<file path="src/rtl/multicycle_control.sv">
// Main control FSM for the multi-cycle MIPS datapath, with a memory wait-state timeout.
// Optional retired-instruction counter: define MULTICYCLE_CONTROL_INSTR_COUNT_EN.
module multicycle_control #(
  parameter int MEM_TIMEOUT = 255,
  parameter int CNT_W       = 8
) (
  input  logic        clk,
  input  logic        reset,
  input  logic [5:0]  opcode,
  input  logic        mem_ready,
  output logic        PCWrite,
  output logic        PCWriteCond,
  output logic        IorD,
  output logic        MemRead,
  output logic        MemWrite,
  output logic        IRWrite,
  output logic        MemtoReg,
  output logic        RegDst,
  output logic        RegWrite,
  output logic        ALUSrcA,
  output logic [1:0]  ALUSrcB,
  output logic [1:0]  ALUOp,
  output logic [1:0]  PCSource,
  output logic [3:0]  state,
  output logic        illegal_op,
  output logic        mem_timeout,
  output logic [31:0] instr_count
);

  typedef enum logic [3:0] {
    S_IDLE   = 4'd0,
    S_FETCH  = 4'd1,
    S_DECODE = 4'd2,
    S_MEMADR = 4'd3,
    S_MEMRD  = 4'd4,
    S_MEMWB  = 4'd5,
    S_MEMWR  = 4'd6,
    S_EXEC   = 4'd7,
    S_ALUWB  = 4'd8,
    S_BRANCH = 4'd9,
    S_ADDIEX = 4'd10,
    S_ADDIWB = 4'd11,
    S_JUMP   = 4'd12
  } state_t;

  localparam logic [5:0] OP_RTYPE = 6'b000000;
  localparam logic [5:0] OP_LW    = 6'b100011;
  localparam logic [5:0] OP_SW    = 6'b101011;
  localparam logic [5:0] OP_BEQ   = 6'b000100;
  localparam logic [5:0] OP_ADDI  = 6'b001000;
  localparam logic [5:0] OP_J     = 6'b000010;

  localparam logic [CNT_W-1:0] TIMEOUT_V = CNT_W'(MEM_TIMEOUT);

  state_t           state_r;
  state_t           next_s;
  logic [CNT_W-1:0] wait_cnt_r;
  logic             wait_st_s;
  logic             timeout_hit_s;
  logic             timeout_pulse_s;

  assign timeout_hit_s = (TIMEOUT_V != {CNT_W{1'b0}}) && (wait_cnt_r == TIMEOUT_V) && !mem_ready;
  assign state         = state_r;
  assign mem_timeout   = timeout_pulse_s;

  // State register
  always_ff @(posedge clk or posedge reset) begin
    if (reset) begin
      state_r <= S_IDLE;
    end else begin
      state_r <= next_s;
    end
  end

  // Next-state and Moore output decode; only FETCH lets mem_ready reach the write enables
  always_comb begin
    next_s          = state_r;
    PCWrite         = 1'b0;
    PCWriteCond     = 1'b0;
    IorD            = 1'b0;
    MemRead         = 1'b0;
    MemWrite        = 1'b0;
    IRWrite         = 1'b0;
    MemtoReg        = 1'b0;
    RegDst          = 1'b0;
    RegWrite        = 1'b0;
    ALUSrcA         = 1'b0;
    ALUSrcB         = 2'b00;
    ALUOp           = 2'b00;
    PCSource        = 2'b00;
    illegal_op      = 1'b0;
    wait_st_s       = 1'b0;
    timeout_pulse_s = 1'b0;
    case (state_r)
      S_IDLE: next_s = S_FETCH;
      S_FETCH: begin
        MemRead   = 1'b1;
        ALUSrcB   = 2'b01;
        IRWrite   = mem_ready;
        PCWrite   = mem_ready;
        wait_st_s = 1'b1;
        if (mem_ready) begin
          next_s = S_DECODE;
        end else if (timeout_hit_s) begin
          timeout_pulse_s = 1'b1;
          next_s          = S_FETCH;
        end else begin
          next_s = S_FETCH;
        end
      end
      S_DECODE: begin
        ALUSrcB = 2'b11;
        case (opcode)
          OP_LW, OP_SW: next_s = S_MEMADR;
          OP_RTYPE:     next_s = S_EXEC;
          OP_BEQ:       next_s = S_BRANCH;
          OP_ADDI:      next_s = S_ADDIEX;
          OP_J:         next_s = S_JUMP;
          default: begin
            illegal_op = 1'b1;
            next_s     = S_FETCH;
          end
        endcase
      end
      S_MEMADR: begin
        ALUSrcA = 1'b1;
        ALUSrcB = 2'b10;
        if (opcode == OP_LW) begin
          next_s = S_MEMRD;
        end else begin
          next_s = S_MEMWR;
        end
      end
      S_MEMRD: begin
        MemRead   = 1'b1;
        IorD      = 1'b1;
        wait_st_s = 1'b1;
        if (mem_ready) begin
          next_s = S_MEMWB;
        end else if (timeout_hit_s) begin
          timeout_pulse_s = 1'b1;
          next_s          = S_FETCH;
        end else begin
          next_s = S_MEMRD;
        end
      end
      S_MEMWB: begin
        RegWrite = 1'b1;
        MemtoReg = 1'b1;
        next_s   = S_FETCH;
      end
      S_MEMWR: begin
        MemWrite  = 1'b1;
        IorD      = 1'b1;
        wait_st_s = 1'b1;
        if (mem_ready) begin
          next_s = S_FETCH;
        end else if (timeout_hit_s) begin
          timeout_pulse_s = 1'b1;
          next_s          = S_FETCH;
        end else begin
          next_s = S_MEMWR;
        end
      end
      S_EXEC: begin
        ALUSrcA = 1'b1;
        ALUOp   = 2'b10;
        next_s  = S_ALUWB;
      end
      S_ALUWB: begin
        RegWrite = 1'b1;
        RegDst   = 1'b1;
        next_s   = S_FETCH;
      end
      S_BRANCH: begin
        ALUSrcA     = 1'b1;
        ALUOp       = 2'b01;
        PCWriteCond = 1'b1;
        PCSource    = 2'b01;
        next_s      = S_FETCH;
      end
      S_ADDIEX: begin
        ALUSrcA = 1'b1;
        ALUSrcB = 2'b10;
        next_s  = S_ADDIWB;
      end
      S_ADDIWB: begin
        RegWrite = 1'b1;
        next_s   = S_FETCH;
      end
      S_JUMP: begin
        PCWrite  = 1'b1;
        PCSource = 2'b10;
        next_s   = S_FETCH;
      end
      default: next_s = S_FETCH;
    endcase
  end

  // Wait counter: a timeout in FETCH does not change state, so it clears explicitly
  always_ff @(posedge clk or posedge reset) begin
    if (reset) begin
      wait_cnt_r <= {CNT_W{1'b0}};
    end else if ((next_s != state_r) || timeout_pulse_s) begin
      wait_cnt_r <= {CNT_W{1'b0}};
    end else if (wait_st_s && !mem_ready && (wait_cnt_r != TIMEOUT_V)) begin
      wait_cnt_r <= wait_cnt_r + {{(CNT_W-1){1'b0}}, 1'b1};
    end else begin
      wait_cnt_r <= wait_cnt_r;
    end
  end

`ifdef MULTICYCLE_CONTROL_INSTR_COUNT_EN
  logic [31:0] instr_count_r;
  logic        retire_s;

  assign retire_s = (next_s == S_FETCH) && !timeout_pulse_s &&
                    (state_r inside {S_MEMWB, S_MEMWR, S_ALUWB, S_BRANCH, S_ADDIWB, S_JUMP});
  assign instr_count = instr_count_r;

  // Retired-instruction counter, wraps naturally at 2^32
  always_ff @(posedge clk or posedge reset) begin
    if (reset) begin
      instr_count_r <= 32'd0;
    end else if (retire_s) begin
      instr_count_r <= instr_count_r + 32'd1;
    end else begin
      instr_count_r <= instr_count_r;
    end
  end
`else
  assign instr_count = 32'd0;
`endif

endmodule

</file>
<file path="config.mk">
export PLATFORM = sky130hd
export DESIGN_NAME = multicycle_control
export DESIGN_NICKNAME = d
export VERILOG_FILES = /design/src/rtl/multicycle_control.sv
export SDC_FILE = /design/constraint.sdc
export NUM_CORES = 1
export LEC_CHECK = 0
export CORE_ASPECT_RATIO = 0.8
export CORE_MARGIN = 10
export CORE_UTILIZATION = 45
export CTS_BUF_LIST = sky130_fd_sc_hd__clkbuf_4
export DETAILED_ROUTE_END_ITERATION = 12
export GPL_TIMING_DRIVEN = 0
export PLACE_DENSITY_LB_ADDON = 0.25
export RECOVER_POWER = 25
export SYNTH_ARGS = -nofsm -noshare
export SYNTH_HDL_FRONTEND = slang
export SYNTH_SLANG_ARGS = --single-unit
export TNS_END_PERCENT = 20
</file>
<file path="constraint.sdc">
create_clock -name clk -period 4.1 [get_ports clk]
set_clock_uncertainty 0.2 [all_clocks]
set_input_delay 0.82 -clock clk [delete_from_list [all_inputs] [get_ports clk]]
set_output_delay 0.82 -clock clk [all_outputs]
set_load 0.02 [all_outputs]
</file>
==> results.py, run 1 <==
metrics = {
    "status": {
        "status": "finished, final reports clean",
    },
    "timing": {
        "drv_slew": 0,
        "fin_crit_sh_pct": 92.6,
        "hold_viol_final": 0,
        "finalSetupViolations": 0,
        "min_period_ns": 3.80,
        "fin_setup_tns_ns": 0,
        "worst_pin_slew_ns": 0.593,
        "rsz0062_at_grt": "no",
        "max_slew_margin_pct": 59.9,
        "setup_ws_ns": 0.303,
        "hold_ws_ns": 0.277,
        "max_freq_mhz": 263,
    },
    "clocking": {
        "clkTransAtPathRegs_ns": 0.06,
        "cts_sinks": 12,
        "clockBufferDepth": 2,
        "hold_buffers": 0,
        "ctsRootBufferMaster": "clkbuf_4",
        "cts_buffers": 3,
        "clk_latency_ns": 0.27,
        "htreeDepth": 1,
        "cts_resized": 0,
        "post_cts_buffers": 0,
        "cts_tree": "yes",
    },
    "detailed_routing": {
        "ant_nets": 0,
        "drtIter0Drc": 185,
        "drtPass1Iterations": 4,
        "vias_per_cell": 4.90,
        "drc": 0,
        "avgRoutedWirePerCell_um": 14.3,
        "drt_wl_total_mm": 3.70,
        "via_count": 1263,
    },
    "power_and_ir_drop": {
        "power_mw": 0.856,
        "seqPwrFrac_pct": 18.9,
        "power_report.internal_total_mw": 0.445,
        "vdd_ir_drop_max_mv": 0.294,
        "leakagePower_nw": 0.793,
        "p_switching_mw": 0.411,
        "clockPowerShare_pct": 8.2,
        "power_density_nw_per_um2": 490,
        "swShare_pct": 48.0,
        "p_comb_share_pct": 73.0,
    },
    "die": {
        "die_w_um": 79.4,
        "rows": 17,
        "coreArea_um2": 2720,
        "initial_core_util_pct": 46.7,
        "die_area_um2": 5360,
        "die_h_um": 67.5,
        "io_pins": 63,
    },
    "global_routing": {
        "grt_overflow": 0,
        "grt_pass1_vias": 1291,
        "grt_antenna_before_repair": 0,
        "track_usage_pct": 13.9,
        "grt_max_degree": 13,
        "grt_pass1_wl_mm": 6.06,
    },
    "logic_synthesis": {
        "yosysWarnings": 0,
        "synthesis.instances": 157,
        "synthFlopType": "dfrtp_1",
        "ys_async_sr_fraction_pct": 100,
        "synthesis.area_um2": 1270,
        "synthDistinctLibCells": 45,
        "yosysSeqAreaShare_pct": 23.6,
        "synth_edf_count": 0,
        "ys_seq_elements": 12,
        "synth.avg_cell_area_um2": 8.10,
    },
    "final_layout": {
        "layout_common_cells": "buf_4 (34), conb_1 (32), clkdlybuf4s50_1 (28)",
        "fin_nets": 232,
        "drive_gt1_share_pct": 22.3,
        "final_common_cell": "buf_4",
        "area_growth_pct": 37.5,
        "diodes": 0,
        "instances_no_fill": 258,
    },
    "placement": {
        "hpwlAfterDp_mm": 3.13,
        "place_ws_ns": 0.334,
        "numPlacedInstances": 255,
        "port-buffer-count": 29,
        "place_congestion": 0.866,
    },
    "critical_path": {
        "critPathArrivalTime_ns": 2.78,
        "worstPathMaxFanout": 6,
        "cp-start-kind": "input pin",
        "critPathCaptureType": "output port",
        "reg2reg_depth": 6,
        "worst-setup-path-type": "input pin to output port",
        "crit_required_ns": 3.08,
    },
    "min_path": {
        "whs_path_depth": 1,
        "hold_path_class": "flop to flop",
    },
    "job": {
        "drv_cap": 0,
    },
}
## worst paths after layout
kind                          startpoint            end  slack [ns]
max in group asynchronous          reset  wait_cnt_r[6]        2.59
min reg2reg                wait_cnt_r[0]  wait_cnt_r[0]        0.28
max                            opcode[2]     illegal_op        0.30
min                        wait_cnt_r[0]  wait_cnt_r[0]        0.28
max reg2reg                wait_cnt_r[0]  wait_cnt_r[6]        1.91
min in group asynchronous          reset  wait_cnt_r[3]        0.80
## sequential cells by signal (all words and copies together) (netlist names)
name and count:
state 4, wait_cnt_r 8
## synth_stat cells (all sizes together), types with 2 or more instances
| cell type | count | area, um2 |
|---|---|---|
| nand3 | 6 | 30.0 |
| nor3b | 2 | 15.0 |
| clkbuf | 2 | 7.51 |
| dfrtp | 12 | 300 |
| nand2 | 9 | 36.3 |
| xor2 | 5 | 43.8 |
| nand2b | 4 | 32.5 |
| a211oi | 7 | 70.1 |
| xnor2 | 4 | 35.0 |
| nor3 | 8 | 40.0 |
| a21oi | 5 | 25.0 |
| or3 | 3 | 18.8 |
| o21ai | 6 | 30.0 |
| nor2b | 6 | 37.5 |
| buf | 39 | 285 |
| nor2 | 14 | 52.6 |
| inv | 4 | 15.0 |
## worst max-delay path, cell delays in order
cell and delay [ns]:
clkdlybuf4s50_1 0.54, xor2_1 0.20, o211ai_1 0.34, nor3b_1 0.24
clkdlybuf4s50_1 0.64
## per-layer routing
layer,vias up,GRT usage (%),wire [um]
li1,602,-,-
met1,573,15.8,1460
met2,78,22.8,1700
met3,10,7.03,480
met4,0,3.57,57
met5,-,0,0
## cells by family after synthesis
kind of cell             Yosys count  synth area share [%]
AND/OR/NAND/NOR                   61                  28.4
buffers and inverters             45                  24.2
AO/OA/AOI/OAI                     28                  16.2
flip-flops                        12                  23.6
XOR/XNOR                           9                  6.20
adder cells (fa/ha/maj)            1                 0.984
other                              1                 0.295
## final cells by class
cell class | count | area, um2
buffer | 41 | 293
clock buffer | 3 | 22.5
fill | 252 | 975
inverter | 4 | 15.0
multi-input combinational | 131 | 779
sequential | 12 | 300
tap | 38 | 47.5
timing repair buffer | 29 | 290
## stage by stage
step	instance area [um2]	utilization (%)
global placement	1730	63.4
floorplan	1390	-
global route	1750	64.2
detailed placement	1730	63.4
CTS	1750	64.2
finish	1750	64.2
## power by group through the flow
stage	Combinational (mW)	Sequential, mW	Clock [mW]
6_report	0.624	0.161	0.0700
5_1_grt	0.675	0.163	0.0806
4_1_cts	0.623	0.161	0.0731
3_5_place_dp	0.619	0.163	0
3_3_place_gp	0.615	0.162	0
2_1_floorplan	0.401	0.175	0
Power figures use the tool's default switching activity.
==> run 2: changes to the inputs <==
--- a/config.mk
+++ b/config.mk
@@ -10,7 +10,6 @@
 export CORE_UTILIZATION = 45
 export CTS_BUF_LIST = sky130_fd_sc_hd__clkbuf_4
 export DETAILED_ROUTE_END_ITERATION = 12
-export GPL_TIMING_DRIVEN = 0
 export PLACE_DENSITY_LB_ADDON = 0.25
 export RECOVER_POWER = 25
 export SYNTH_ARGS = -nofsm -noshare
==> run 2 against run 1 <==
Die area is the same. Global-route usage shrank 2.4 points. Worst hold slack lost 0.018 ns. Combinational power shrank 12%. Clock power shrank 3%. Utilization shrank 10 points. Critical path depth shrank 1. Routed wire length shrank 14%. Register-to-register slack gained 0.11 ns. Critical path type unchanged.
==> results.py, run 2 (same netlist as run 1, synthesis figures left out) <==
metrics = {
    "timing": {
        "rsz0062_at_grt": "no",
        "min_period_ns": 3.77,
        "drv_slew": 0,
        "finalSetupViolations": 0,
        "hold_viol_final": 0,
        "worst_pin_slew_ns": 0.598,
        "max_slew_margin_pct": 59.6,
        "fin_crit_sh_pct": 91.9,
        "fin_setup_tns_ns": 0,
        "max_freq_mhz": 265,
    },
    "global_routing": {
        "grt_overflow": 0,
        "grt_antenna_before_repair": 0,
        "grt_max_degree": 21,
        "grt_pass1_vias": 1082,
        "use_met1_pct": 14.8,
        "grt-busiest-layer": "met2",
        "met2_usage_pct": 16.7,
        "grt_pass1_wl_mm": 5.19,
        "use_met3_pct": 5.97,
        "track_usage_pct": 11.5,
    },
    "clocking": {
        "clkTransAtPathRegs_ns": 0.06,
        "clk_latency_ns": 0.27,
        "post_cts_buffers": 0,
        "cts_tree": "yes",
        "ctsRootBufferMaster": "clkbuf_4",
        "cts_buffers": 3,
        "hold_buffers": 0,
        "htreeDepth": 1,
        "cts_resized": 0,
        "clockBufferDepth": 2,
        "cts_sinks": 12,
    },
    "final_layout": {
        "fin_nets": 193,
        "multi_input_area_um2": 779,
        "regMostFlops": "wait_cnt_r",
        "largest_reg_flops": 8,
        "layout_common_cells": "conb_1 (32), clkdlybuf4s50_1 (29), nor2_1 (14)",
        "area_growth_pct": 15.8,
        "diodes": 0,
        "final_common_cell": "conb_1",
        "drive_gt1_share_pct": 6.63,
        "register_area_um2": 300,
        "fill_cells": 278,
    },
    "power_and_ir_drop": {
        "vdd_ir_drop_max_mv": 0.234,
        "p_comb_share_pct": 68.3,
        "power_report.internal_total_mw": 0.411,
        "p_switching_mw": 0.398,
        "power_mw": 0.809,
        "power_density_nw_per_um2": 549,
        "clockPowerShare_pct": 8.4,
        "seqPwrFrac_pct": 23.3,
        "swShare_pct": 49.2,
        "leakagePower_nw": 0.592,
    },
    "die": {
        "initial_core_util_pct": 46.7,
        "coreArea_um2": 2720,
        "die_w_um": 79.4,
        "die_area_um2": 5360,
        "io_pins": 63,
        "die_h_um": 67.5,
        "rows": 17,
    },
    "detailed_routing": {
        "ant_nets": 0,
        "drt_wl_total_mm": 3.16,
        "via_count": 1102,
        "vias_per_cell": 5.03,
        "drc": 0,
        "avgRoutedWirePerCell_um": 14.4,
        "drtIter0Drc": 78,
        "drtPass1Iterations": 4,
    },
    "status": {
        "status": "finished, final reports clean",
    },
    "min_path": {
        "hold_path_class": "flop to flop",
    },
    "job": {
        "drv_cap": 0,
    },
    "placement": {
        "place_congestion": 0.798,
        "port-buffer-count": 30,
        "hpwlAfterDp_mm": 2.57,
    },
    "critical_path": {
        "critPathArrivalTime_ns": 2.75,
        "cp-start-kind": "input pin",
        "critPathCaptureType": "output port",
        "worst-setup-path-type": "input pin to output port",
        "crit_required_ns": 3.08,
        "worstPathMaxFanout": 7,
    },
}
-- run 2: cell types whose count changed in the layout (fill, tap and decap cells not counted) --
cell,change
buf_6,-1
buf_2,-3
buf_4,-33
buf_1,-1
clkdlybuf4s50_1,+1
clkbuf_1,-2
-- run 2: final timing paths --
| kind | cells past startpoint | endpoint | startpoint | slack [ns] |
|---|---|---|---|---|
| min in group asynchronous | 2 | wait_cnt_r[3] | reset | 0.79 |
| max in group asynchronous | 2 | state[1] | reset | 2.61 |
| setup reg to reg | 6 | wait_cnt_r[6] | wait_cnt_r[0] | 2.02 |
| hold reg to reg | 1 | wait_cnt_r[0] | wait_cnt_r[0] | 0.26 |
| hold / removal | 1 | wait_cnt_r[0] | wait_cnt_r[0] | 0.26 |
| setup / recovery | 4 | PCWrite | mem_ready | 0.33 |
-- run 2: power groups by stage --
stage                     Clock, mW  Sequential (mW)  Combinational (mW)
after floorplan                   0            0.175               0.401
after global placement            0            0.191               0.545
after detailed placement          0            0.191               0.551
after CTS                    0.0710            0.189               0.553
after global routing         0.0779            0.196               0.598
final                        0.0682            0.189               0.552
-- run 2: area by class of cell --
| type | instances | share of cell area [%] |
|---|---|---|
| timing repair buffer | 31 | 20.9 |
| multi-input combinational | 131 | 52.9 |
| inverter | 4 | 1.02 |
| sequential | 12 | 20.4 |
| tap | 38 | 3.23 |
| clock buffer | 3 | 1.53 |
-- run 2: layer usage --
metal / share of wire (%) / up-vias
met3: 12 / 2
met5: 0 / -
met4: 0.79 / 0
met2: 43 / 63
met1: 44 / 510
li1: - / 527
-- run 2: critical path, stage by stage --
cell and delay (ns):
clkdlybuf4s50_1 0.58, nor4b_1 0.54, or2_2 0.21, clkdlybuf4s50_1 0.60
-- run 2: through the flow --
stage / util (%) / hold WS, ns / worst slack (ns) / cell area [um2] / cells
5_1_grt: 54.1 / 0.273 / 0.198 / 1470 / 219
3_5_place_dp: 53.3 / 0.255 / 0.342 / 1450 / 216
3_3_place_gp: 53.3 / 0.243 / 0.373 / 1450 / 216
2_1_floorplan: - / 0.230 / 1.02 / 1390 / 188
6_report: 54.1 / 0.259 / 0.330 / 1470 / 219
4_1_cts: 54.1 / 0.264 / 0.319 / 1470 / 219
